--- config.mk ---
export PLATFORM = sky130hd
export DESIGN_NAME = rvb_shifter_issue_flat
export DESIGN_NICKNAME = d
export VERILOG_FILES = /design/src/rtl/rvb_shifter_issue_if.sv /design/src/rtl/rvb_shifter_issue.sv /design/src/flat_wrapper.sv
export SDC_FILE = /design/constraint.sdc
export NUM_CORES = 1
export LEC_CHECK = 0
export ABC_AREA = 1
export BUFFER_PORTS_ARGS = -buffer_cell sky130_fd_sc_hd__buf_4
export CAP_MARGIN = 10
export CORE_MARGIN = 5
export CORE_UTILIZATION = 40
export DETAILED_ROUTE_END_ITERATION = 10
export GPL_TIMING_DRIVEN = 0
export PLACE_DENSITY_LB_ADDON = 0.3
export RECOVER_POWER = 100
export SETUP_SLACK_MARGIN = 0.5
export SLEW_MARGIN = 10
export SYNTH_ARGS = -nofsm -noshare
export SYNTH_HDL_FRONTEND = slang
export SYNTH_SLANG_ARGS = --single-unit
--- constraint.sdc ---
create_clock -name clock -period 1.9 [get_ports clock]
set_input_delay 0.38 -clock clock [delete_from_list [all_inputs] [get_ports clock]]
set_output_delay 0.38 -clock clock [all_outputs]
set_load 0.01 [all_outputs]
--- src/rtl/rvb_shifter_issue_if.sv ---
// -----------------------------------------------------------------------------
// rvb_shifter_issue_if
// Handshake bundle between the instruction source, the shifter issue stage and
// the shifter's din_* port.
//   in_*    : raw instruction word plus operands (valid/ready)
//   dout_*  : buffered, decoded entry toward the shifter (valid/ready)
//   err_*   : illegal-instruction report from the issue stage
// Modports:
//   master : the source/sink side (drives in_*, dout_ready)
//   slave  : the issue stage itself
// -----------------------------------------------------------------------------
interface rvb_shifter_issue_if #(
  parameter int XLEN = 64
);
  logic            in_valid;
  logic            in_ready;
  logic [31:0]     in_insn;
  logic [XLEN-1:0] in_rs1;
  logic [XLEN-1:0] in_rs2;
  logic [XLEN-1:0] in_rs3;

  logic            dout_valid;
  logic            dout_ready;
  logic [XLEN-1:0] dout_rs1;
  logic [XLEN-1:0] dout_rs2;
  logic [XLEN-1:0] dout_rs3;
  logic            dout_insn3;
  logic            dout_insn14;
  logic            dout_insn26;
  logic            dout_insn27;
  logic            dout_insn29;
  logic            dout_insn30;

  logic            err_valid;
  logic [31:0]     err_insn;

  modport master (
    output in_valid, in_insn, in_rs1, in_rs2, in_rs3, dout_ready,
    input  in_ready, dout_valid, dout_rs1, dout_rs2, dout_rs3,
           dout_insn3, dout_insn14, dout_insn26, dout_insn27, dout_insn29, dout_insn30,
           err_valid, err_insn
  );

  modport slave (
    input  in_valid, in_insn, in_rs1, in_rs2, in_rs3, dout_ready,
    output in_ready, dout_valid, dout_rs1, dout_rs2, dout_rs3,
           dout_insn3, dout_insn14, dout_insn26, dout_insn27, dout_insn29, dout_insn30,
           err_valid, err_insn
  );
endinterface

--- src/rtl/rvb_shifter_issue.sv ---
// -----------------------------------------------------------------------------
// rvb_shifter_issue
// Issue stage in front of the bitmanip shifter. Decodes the raw instruction
// word into the six control bits the shifter uses (insn3/14/26/27/29/30),
// substitutes the shift immediate for I-type forms, drops encodings the
// shifter does not implement (reporting them on err_*), and queues legal ops
// in a 2-entry pointer FIFO whose head register drives dout_*.
//
// Ports:
//   clock       positive-edge clock
//   resetn      asynchronous, active-low reset
//   bus         rvb_shifter_issue_if.slave (in_*, dout_*, err_*)
//   perf_*      32-bit event counters, only with RVB_SHIFTER_ISSUE_PERF_EN
//
// Parameters:
//   XLEN  datapath width, 32 or 64
//   SBOP  single-bit ops (SBSET/SBCLR/SBINV/SBEXT) accepted
//   BFP   bit-field place accepted
//
// Optional feature macro: RVB_SHIFTER_ISSUE_PERF_EN
//   defined   -> perf_issued / perf_illegal / perf_stall outputs exist
//   undefined -> no counters, no extra ports
// -----------------------------------------------------------------------------
module rvb_shifter_issue #(
  parameter int XLEN = 64,
  parameter bit SBOP = 1'b1,
  parameter bit BFP  = 1'b1
) (
  input  logic                clock,
  input  logic                resetn,
  rvb_shifter_issue_if.slave  bus
`ifdef RVB_SHIFTER_ISSUE_PERF_EN
  ,
  output logic [31:0]         perf_issued,
  output logic [31:0]         perf_illegal,
  output logic [31:0]         perf_stall
`endif
);

  localparam logic       IS_RV64       = (XLEN == 32'sd64);
  localparam logic [6:0] OPC_OP        = 7'b0110011;
  localparam logic [6:0] OPC_OP_IMM    = 7'b0010011;
  localparam logic [6:0] OPC_OP_32     = 7'b0111011;
  localparam logic [6:0] OPC_OP_IMM_32 = 7'b0011011;

  // ctrl packs {insn3, insn14, insn26, insn27, insn29, insn30}
  typedef struct packed {
    logic [XLEN-1:0] rs1;
    logic [XLEN-1:0] rs2;
    logic [XLEN-1:0] rs3;
    logic [5:0]      ctrl;
  } entry_t;

  // Shifter function table on {insn30, insn29, insn27, insn26, insn14}:
  //   00000 SLL    00001 SRL    10001 SRA
  //   01000 SLO    01001 SRO    11000 ROL    11001 ROR
  //   00100 SLLIU.W             00101 BFP
  //   01100 SBSET  10100 SBCLR  11100 SBINV  10101 SBEXT
  //   xxx1x FSL/FSR (insn30/29/27 belong to the rs3 field there)
  // Everything else with insn26=0 (SRA-class with insn14=0, SBSET/SBINV with
  // insn14=1) is not a shifter op.
  function automatic logic is_legal(input logic [31:0] insn);
    logic       opc_ok;
    logic       f3_ok;
    logic       func_ok;
    logic       rol_imm;
    logic       w_bad;
    logic [4:0] tup;
    tup = {insn[30], insn[29], insn[27], insn[26], insn[14]};
    case (insn[6:0])
      OPC_OP, OPC_OP_IMM, OPC_OP_32, OPC_OP_IMM_32: opc_ok = 1'b1;
      default:                                      opc_ok = 1'b0;
    endcase
    // funct3 001 or 101: bit 14 is free, it selects left/right
    f3_ok = (insn[13:12] == 2'b01);
    if (insn[26]) begin
      func_ok = 1'b1;
    end else begin
      case (tup)
        5'b00000, 5'b00001, 5'b10001,
        5'b01000, 5'b01001, 5'b11000, 5'b11001: func_ok = 1'b1;
        5'b00100: func_ok = IS_RV64 && (insn[6:0] == OPC_OP_IMM_32);
        5'b01100, 5'b10100, 5'b11100, 5'b10101: func_ok = SBOP;
        5'b00101: func_ok = BFP;
        default:  func_ok = 1'b0;
      endcase
    end
    // There is no rotate-left-immediate; software uses RORI instead.
    rol_imm = (insn[6:0] == OPC_OP_IMM) && !insn[27] && !insn[26] &&
              insn[30] && insn[29] && !insn[14];
    // insn[3] marks the *W opcodes, which do not exist on RV32.
    w_bad = !IS_RV64 && insn[3];
    return opc_ok && f3_ok && func_ok && !rol_imm && !w_bad;
  endfunction

  // Second shifter operand: register value, or the zero-extended shamt field
  // for immediate forms (5 bits on RV32 and for *W, 6 bits otherwise).
  function automatic logic [XLEN-1:0] sel_rs2(input logic [31:0]     insn,
                                               input logic [XLEN-1:0] rs2);
    logic [XLEN-1:0] val;
    val = rs2;
    if (!insn[5]) begin
      if (!IS_RV64 || insn[3]) begin
        val = {{(XLEN-5){1'b0}}, insn[24:20]};
      end else begin
        val = {{(XLEN-6){1'b0}}, insn[25:20]};
      end
    end else begin
      val = rs2;
    end
    return val;
  endfunction

  entry_t      mem_r [2];
  logic        wr_ptr_r;
  logic        rd_ptr_r;
  logic [1:0]  count_r;
  logic        in_ready_r;
  logic        dout_valid_r;
  logic        err_valid_r;
  logic [31:0] err_insn_r;

  logic        accept_s;
  logic        legal_s;
  logic        push_s;
  logic        pop_s;
  logic [1:0]  count_nxt_s;
  entry_t      new_entry_s;
  entry_t      head_s;

  // Handshake decode, occupancy update and the entry to be written.
  always_comb begin
    accept_s    = bus.in_valid && in_ready_r;
    legal_s     = is_legal(bus.in_insn);
    push_s      = accept_s && legal_s;
    pop_s       = dout_valid_r && bus.dout_ready;
    count_nxt_s = count_r;
    if (push_s && !pop_s) begin
      count_nxt_s = count_r + 2'd1;
    end else if (pop_s && !push_s) begin
      count_nxt_s = count_r - 2'd1;
    end else begin
      count_nxt_s = count_r;
    end
    new_entry_s.rs1  = bus.in_rs1;
    new_entry_s.rs2  = sel_rs2(bus.in_insn, bus.in_rs2);
    new_entry_s.rs3  = bus.in_rs3;
    new_entry_s.ctrl = {bus.in_insn[3],  bus.in_insn[14], bus.in_insn[26],
                        bus.in_insn[27], bus.in_insn[29], bus.in_insn[30]};
  end

  // FIFO storage, pointers, occupancy, registered ready/valid and error report.
  always_ff @(posedge clock or negedge resetn) begin
    if (!resetn) begin
      mem_r[0]     <= '0;
      mem_r[1]     <= '0;
      wr_ptr_r     <= 1'b0;
      rd_ptr_r     <= 1'b0;
      count_r      <= 2'd0;
      in_ready_r   <= 1'b1;
      dout_valid_r <= 1'b0;
      err_valid_r  <= 1'b0;
      err_insn_r   <= 32'd0;
    end else begin
      if (push_s) begin
        mem_r[wr_ptr_r] <= new_entry_s;
        wr_ptr_r        <= ~wr_ptr_r;
      end
      if (pop_s) begin
        rd_ptr_r <= ~rd_ptr_r;
      end
      count_r      <= count_nxt_s;
      // Both flags come from the next occupancy, so ready/valid are pure flops.
      in_ready_r   <= (count_nxt_s != 2'd2);
      dout_valid_r <= (count_nxt_s != 2'd0);
      err_valid_r  <= accept_s && !legal_s;
      if (accept_s && !legal_s) begin
        err_insn_r <= bus.in_insn;
      end
    end
  end

  // The head entry is a register selected by the read pointer; nothing from in_*.
  always_comb begin
    head_s = mem_r[rd_ptr_r];
  end

  assign bus.in_ready    = in_ready_r;
  assign bus.dout_valid  = dout_valid_r;
  assign bus.dout_rs1    = head_s.rs1;
  assign bus.dout_rs2    = head_s.rs2;
  assign bus.dout_rs3    = head_s.rs3;
  assign bus.dout_insn3  = head_s.ctrl[5];
  assign bus.dout_insn14 = head_s.ctrl[4];
  assign bus.dout_insn26 = head_s.ctrl[3];
  assign bus.dout_insn27 = head_s.ctrl[2];
  assign bus.dout_insn29 = head_s.ctrl[1];
  assign bus.dout_insn30 = head_s.ctrl[0];
  assign bus.err_valid   = err_valid_r;
  assign bus.err_insn    = err_insn_r;

`ifdef RVB_SHIFTER_ISSUE_PERF_EN
  logic [31:0] perf_issued_r;
  logic [31:0] perf_illegal_r;
  logic [31:0] perf_stall_r;

  // Free-running event counters; they wrap naturally at 2^32.
  always_ff @(posedge clock or negedge resetn) begin
    if (!resetn) begin
      perf_issued_r  <= 32'd0;
      perf_illegal_r <= 32'd0;
      perf_stall_r   <= 32'd0;
    end else begin
      if (push_s) begin
        perf_issued_r <= perf_issued_r + 32'd1;
      end
      if (accept_s && !legal_s) begin
        perf_illegal_r <= perf_illegal_r + 32'd1;
      end
      if (dout_valid_r && !bus.dout_ready) begin
        perf_stall_r <= perf_stall_r + 32'd1;
      end
    end
  end

  assign perf_issued  = perf_issued_r;
  assign perf_illegal = perf_illegal_r;
  assign perf_stall   = perf_stall_r;
`endif

endmodule
--- src/flat_wrapper.sv ---
// flat-port wrapper written by rule: the top's interface ports become plain ports
module rvb_shifter_issue_flat 
#(
  parameter int XLEN = 64,
  parameter bit SBOP = 1'b1,
  parameter bit BFP  = 1'b1
)
  (clock, resetn, bus_in_valid, bus_in_insn, bus_in_rs1, bus_in_rs2, bus_in_rs3, bus_dout_ready, bus_in_ready, bus_dout_valid, bus_dout_rs1, bus_dout_rs2, bus_dout_rs3, bus_dout_insn3, bus_dout_insn14, bus_dout_insn26, bus_dout_insn27, bus_dout_insn29, bus_dout_insn30, bus_err_valid, bus_err_insn);
  rvb_shifter_issue_if #(.XLEN(XLEN)) bus_i ();
  input  logic clock;
  input  logic resetn;
  input wire logic [$bits(bus_i.in_valid)-1:0] bus_in_valid;
  input wire logic [$bits(bus_i.in_insn)-1:0] bus_in_insn;
  input wire logic [$bits(bus_i.in_rs1)-1:0] bus_in_rs1;
  input wire logic [$bits(bus_i.in_rs2)-1:0] bus_in_rs2;
  input wire logic [$bits(bus_i.in_rs3)-1:0] bus_in_rs3;
  input wire logic [$bits(bus_i.dout_ready)-1:0] bus_dout_ready;
  output wire logic [$bits(bus_i.in_ready)-1:0] bus_in_ready;
  output wire logic [$bits(bus_i.dout_valid)-1:0] bus_dout_valid;
  output wire logic [$bits(bus_i.dout_rs1)-1:0] bus_dout_rs1;
  output wire logic [$bits(bus_i.dout_rs2)-1:0] bus_dout_rs2;
  output wire logic [$bits(bus_i.dout_rs3)-1:0] bus_dout_rs3;
  output wire logic [$bits(bus_i.dout_insn3)-1:0] bus_dout_insn3;
  output wire logic [$bits(bus_i.dout_insn14)-1:0] bus_dout_insn14;
  output wire logic [$bits(bus_i.dout_insn26)-1:0] bus_dout_insn26;
  output wire logic [$bits(bus_i.dout_insn27)-1:0] bus_dout_insn27;
  output wire logic [$bits(bus_i.dout_insn29)-1:0] bus_dout_insn29;
  output wire logic [$bits(bus_i.dout_insn30)-1:0] bus_dout_insn30;
  output wire logic [$bits(bus_i.err_valid)-1:0] bus_err_valid;
  output wire logic [$bits(bus_i.err_insn)-1:0] bus_err_insn;
  assign bus_i.in_valid = bus_in_valid;
  assign bus_i.in_insn = bus_in_insn;
  assign bus_i.in_rs1 = bus_in_rs1;
  assign bus_i.in_rs2 = bus_in_rs2;
  assign bus_i.in_rs3 = bus_in_rs3;
  assign bus_i.dout_ready = bus_dout_ready;
  assign bus_in_ready = bus_i.in_ready;
  assign bus_dout_valid = bus_i.dout_valid;
  assign bus_dout_rs1 = bus_i.dout_rs1;
  assign bus_dout_rs2 = bus_i.dout_rs2;
  assign bus_dout_rs3 = bus_i.dout_rs3;
  assign bus_dout_insn3 = bus_i.dout_insn3;
  assign bus_dout_insn14 = bus_i.dout_insn14;
  assign bus_dout_insn26 = bus_i.dout_insn26;
  assign bus_dout_insn27 = bus_i.dout_insn27;
  assign bus_dout_insn29 = bus_i.dout_insn29;
  assign bus_dout_insn30 = bus_i.dout_insn30;
  assign bus_err_valid = bus_i.err_valid;
  assign bus_err_insn = bus_i.err_insn;
  rvb_shifter_issue #(.XLEN(XLEN), .SBOP(SBOP), .BFP(BFP)) u_core (.clock(clock), .resetn(resetn), .bus(bus_i));
endmodule
# After elaboration in Yosys (flattened, before gate mapping)
# Cells that the tools add are included.
word_totals:
  register_bits: 435
  word_cells: 81
op_classes:
  add_sub_neg: 2
  n_lt_le_gt_ge: 3
  eq_ne: 18
  muxes: 13
  bitwise: 4
  reduce_logical: 26
op_table:
  columns: ["cell", "n"]
  rows:
  - ["$mux W198", 4]
  - ["$bwmux W396", 1]
  - ["$demux W198 S1", 1]
  - ["$mux W64", 1]
  - ["$eq A5 B5 Y1 const B", 6]
  - ["$eq A5 B4 Y1 const B", 3]
  - ["$logic_and A1 B1 Y1", 15]
  - ["$eq A7 B5 Y1 const B", 2]
  - ["$eq A7 B6 Y1 const B", 2]
  - ["$reduce_or A12 Y1", 1]
  - ["$eq A5 B3 Y1 const B", 2]
  - ["$logic_not A1 Y1", 7]
  - ["$mux W6", 1]
  - ["$eq A5 B1 Y1 const B", 1]
  - ["$logic_not A5 Y1", 1]
  - ["$ge A2 B2 Y1 const B", 2]
  - ["$mux W2", 2]
  - ["$not A1 Y2", 2]
  - ["$reduce_or A4 Y1", 1]
  - ["$add A2 B1 Y2 const B", 1]
  - ["$eq A2 B1 Y1 const B", 1]
  - ["$lt A2 B1 Y1 const B", 1]
  - ["$mux W1", 2]
  - ["$ne A2 B2 Y1 const B", 1]
  - ["4 further kinds", 5]

# Logic depth before layout (Yosys ltp)
logic_depth:
  word_depth: 14
  mapped_depth: 15
  depth_no_buf: 12

# Worst setup path before layout
# OpenSTA, ideal clock, no wires.
synth_timing:
  path_kind: "input -> register"
  start: "in bus_in_insn[5]"
  end: "reg u_core.mem_r[117] (netlist bit)"
  setup_ns: 0.130
  arrival_ns: 1.711
  t_required_ns: 1.770
  path_slack_ns: 0.059
  stages: 14
  path_buffers: 4
  cell_sequence: "buf_4 > inv_2 > nand2_1 > nand3_1 > nand3_1 > nand2_2 > nand3_4 > nor2_4 > inv_2 > buf_6 > buf_6 > buf_2 > nand2_1 > o21ai_1"
synth_between:
  elab_chain_cells: 9
  elab_cells_between_ends: 20
synth_lines:
  columns: ["item", "line_no", "rtl"]
  rows:
  - ["from (decl)", "flat_wrapper.sv:13", "input wire logic [$bits(bus_i.in_insn)-1:0] bus_in_insn;"]
  - ["$eq A7 B5 Y1", "rvb_shifter_issue.sv:70, rvb_shifter_issue.sv:89", null]
  - ["$logic_and A1 B1 Y1 (3 in a row)", "rvb_shifter_issue.sv:89", "rol_imm = (insn[6:0] == OPC_OP_IMM) && !insn[27] && !insn[26] &&"]
  - ["$logic_and A1 B1 Y1 (2 in a row)", "rvb_shifter_issue.sv:90", "insn[30] && insn[29] && !insn[14];"]
  - ["$logic_not A1 Y1", "rvb_shifter_issue.sv:93", "return opc_ok && f3_ok && func_ok && !rol_imm && !w_bad;"]
  - ["$logic_and A1 B1 Y1", "rvb_shifter_issue.sv:93", null]
  - ["$logic_and A1 B1 Y1", "rvb_shifter_issue.sv:135", "push_s = accept_s && legal_s;"]
  - ["to (signal, indexed assignment)", "rvb_shifter_issue.sv:166", "mem_r[wr_ptr_r] <= new_entry_s;"]
  - ["to (decl)", "rvb_shifter_issue.sv:114", "entry_t mem_r [2];"]
# Several ways; a longest one is shown, not always the timed one.
# A chain may end at the register's enable or synchronous reset.

# Worst setup path after layout
layout_timing:
  start: "reg u_core.rd_ptr_r"
  end: "out bus_dout_rs2[58]"
layout_between:
  elab_chain_cells: 4
layout_lines:
  columns: ["item", "line_no", "rtl"]
  rows:
  - ["from (decl)", "rvb_shifter_issue.sv:116", "logic rd_ptr_r;"]
  - ["from (signal assigned)", "rvb_shifter_issue.sv:170", "rd_ptr_r <= ~rd_ptr_r;"]
  - ["$not A1 Y2 (implied by the code)", "rvb_shifter_issue.sv:185", "head_s = mem_r[rd_ptr_r];"]
  - ["$mux W198 (implied by the code) (3 in a row)", "rvb_shifter_issue.sv:185", null]
  - ["to (decl)", "flat_wrapper.sv:21", "output wire logic [$bits(bus_i.dout_rs2)-1:0] bus_dout_rs2;"]
# No other way between the ends. The select of a mux whose other input is x is not followed.

==> results.sh <==
export IMPL_port_buffers=459
export IMPL_cp_required_ns=1.52
export IMPL_synth_distinct_cells=22
export IMPL_std_cell_rows=79
export IMPL_grt_ovfl_total=0
export IMPL_cts_buffers=47
export IMPL_clockBufferDepth=3
export IMPL_end_kind="output port"
export IMPL_dp_worst_setup_slack_ns=-0.685
export IMPL_fin_crit_ns=2.22
export IMPL_hold_depth=3
export IMPL_fill_cells=3845
export IMPL_avgRoutedWirePerCell_um=19.4
export IMPL_status="complete, but fails checks"
export IMPL_wl_met3_mm=5.14
export IMPL_grt_max_degree=110
export IMPL_hold_violations=0
export IMPL_wl_met1_mm=27.0
export IMPL_gp_congestion=0.869
export IMPL_reg2reg_depth=8
export IMPL_r2r_slack_ns=0.01
export IMPL_die_w_um=226
export IMPL_worstPathArrival_ns=1.84
export IMPL_critical_path_class="flip-flop to output port"
export IMPL_drt_iter0_markers=1294
export IMPL_area_growth_pct=55.1
export IMPL_h_tree_depth=2
export IMPL_coreArea_sq_um=46400
export IMPL_setup_viol=198
export IMPL_ctsRootBufferMaster="clkbuf_16"
export IMPL_synth_cells=2318
export IMPL_synth_nets=2546
export IMPL_tns_ns=-52.32
export IMPL_peakVddDrop_mv=0.827
export IMPL_hold_end="u_core.bus.err_insn[12]"
export IMPL_p_total_uw=29000
export IMPL_grt_pass1_vias=17700
export IMPL_worst_slew_margin_rel_pct=-2.51
export IMPL_cap_violations=1
export IMPL_drc=0
export IMPL_yosysWarnings=0
export IMPL_path_max_fanout=5
export IMPL_hold_class="input pin to flip-flop"
export IMPL_path_clk_slew_ns=0.06
export IMPL_ant_nets=0
export IMPL_cts_sinks=435
export IMPL_r2r_end="u_core.mem_r[150]"
export IMPL_p_leak_uw=0.0152
export IMPL_wl_mm=68.5
export IMPL_grt_pass1_wl_mm=99.7
export IMPL_top_layer="met5"
export IMPL_rsz0062_at_grt="true"
export IMPL_dr_wl_met2_mm=34.2
export IMPL_finalMaxSlewViolations=106
export IMPL_utilization_pct=62.4
export IMPL_cts_tree="yes"
export IMPL_clk_latency_ns=0.57
export IMPL_period_share_pct=117
export IMPL_worst_slack_ns=-0.322
export IMPL_ys_ff_latch=435
export IMPL_ys_seq_area_share_pct=58.3
export IMPL_power_density_nw_per_um2=1000
export IMPL_violations="max-capacitance violations, max-slew violations, negative setup slack"
export IMPL_vias_per_cell=5.09
export IMPL_critPathLaunchType="flip-flop"
export IMPL_hp_start="bus_in_insn[12]"
export IMPL_ios=461
export IMPL_fmax_mhz=450
export IMPL_drive_gt1_share_pct=36.8
export IMPL_syn_area_per_cell_sq_um=8.05
export IMPL_first_pass_iters=5
export IMPL_dp_hpwl_mm=45.2
export IMPL_rr_startpoint="u_core.bus.in_ready"
export IMPL_antenna_found_initial=5
export IMPL_nets=3120
export IMPL_start_util_pct=40.3
export IMPL_skew_ns=0.00939
export IMPL_tightest_slew_ns=1.54
export IMPL_track_usage_pct=24.8
export IMPL_vias=18000
export IMPL_synth_area_sq_um=18700
export IMPL_die_y_um=226
export IMPL_dieArea_sq_um=51100
[layout make-up]
| type | instances | area [sq um] | share of cell area [%] |
|---|---|---|---|
| Antenna cell | 2 | 5.00 | 0.0173 |
| Buffer | 145 | 1960 | 6.76 |
| Clock buffer | 69 | 1420 | 4.91 |
| Clock inverter | 15 | 234 | 0.808 |
| Inverter | 175 | 679 | 2.35 |
| Multi-Input combinational cell | 1563 | 8060 | 27.8 |
| Sequential cell | 435 | 10900 | 37.6 |
| Tap cell | 607 | 759 | 2.62 |
| Timing Repair Buffer | 525 | 4940 | 17.1 |
[per-stage QoR]
stage          instance area [sq um]  instances  hold WS (ns)
2_1_floorplan                  19300       2318        0.0844
3_3_place_gp                   23500       3384         0.454
3_5_place_dp                   23600       3388         0.210
4_1_cts                        26700       3498       0.00157
5_1_grt                        28900       3536        0.0220
6_report                       28900       3536        0.0324
[critical path: stages (launching register included)]
cell and delay [ns]:
dfrtp_1 0.38, buf_8 0.15, buf_4 0.14, buf_8 0.14
clkbuf_16 0.17, nand2_2 0.06, nand2_2 0.07, buf_4 0.15
[what timing repair did]
action	in CTS	in global routing
gates cloned	10	27
endpoints found under the setup margin	648	1086
endpoints found under the hold margin	231	13
setup buffers	3	9
pin swaps	35	54
gates resized for setup	281	540
hold buffers	13	1
[layer usage]
layer  track usage [%]  up-vias
met5                 0        -
met3              5.95      122
met4              8.58        6
met1              32.4     8823
met2              40.8      669
li1                  -     8375
[how the worst max path moves through the flow]
| stage | startpoint | end | slack (ns) | depth (start not counted) |
|---|---|---|---|---|
| floorplan | bus_in_insn[5] | u_core.mem_r[122] | 0.11 | 15 |
| global placement | resetn | u_core.mem_r[294] | -3.83 | 1 |
| detailed placement | bus_in_insn[3] | u_core.mem_r[19] | -0.69 | 13 |
| CTS | u_core.rd_ptr_r | bus_dout_rs1[61] | -0.37 | 7 |
| global route | u_core.rd_ptr_r | bus_dout_rs3[25] | -0.39 | 7 |
| finish | u_core.rd_ptr_r | bus_dout_rs2[58] | -0.32 | 7 |
[cells in the final DEF (no fill, tap or decap), drive strengths merged, types with 3 or more instances in the layout]
| master | netlist | final |
|---|---|---|
| dfrtp | 434 | 434 |
| clkinv | 0 | 7 |
| xor2 | 3 | 3 |
| nor2 | 20 | 20 |
| a21oi | 16 | 16 |
| bufinv | 0 | 6 |
| dlygate4sd3 | 0 | 13 |
| inv | 175 | 175 |
| clkbuf | 101 | 187 |
| nand3 | 7 | 7 |
| o21ai | 420 | 420 |
| buf | 44 | 539 |
| nand2 | 1093 | 1093 |
[flip-flops by register name, summed over array words and instances (netlist names)]
name                   cells
u_core.bus.in_ready        1
u_core.bus.err_valid       1
u_core.rd_ptr_r            1
u_core.bus.err_insn       32
u_core.mem_r             396
u_core.wr_ptr_r            1
u_core.bus.dout_valid      1
u_core.count_r             2
[power by group]
part           switching, uW  internal (uW)  leakage [uW]
clock                   3770           5980      0.000813
sequential               427           9890       0.00593
combinational           4620           4290       0.00844
[synth_stat cells]
cell / count / area, sq um
a21oi_1: 16 / 80.1
dfstp_2: 1 / 26.3
nand3b_1: 1 / 7.51
o21ai_0: 182 / 911
buf_2: 26 / 130
clkbuf_1: 101 / 379
nand2_1: 1092 / 4100
nor2_4: 2 / 22.5
buf_1: 9 / 33.8
nand3_4: 1 / 17.5
xnor2_1: 1 / 8.76
xor2_1: 3 / 26.3
inv_1: 172 / 646
buf_4: 1 / 7.51
nand3_1: 6 / 30.0
nand2_2: 1 / 6.26
nor2_1: 18 / 67.6
o21ai_1: 238 / 1190
dfrtp_1: 434 / 10900
buf_6: 8 / 90.1
inv_2: 3 / 11.3
nand4_1: 2 / 12.5
[kinds of logic after synthesis]
group	count (synthesis)	share of synthesized area, %
simple gates	1123	22.8
compound gates	436	11.7
flops	435	58.3
buf+inv	320	6.95
xor+xnor	4	0.188
(Power assumes the default switching activity.)
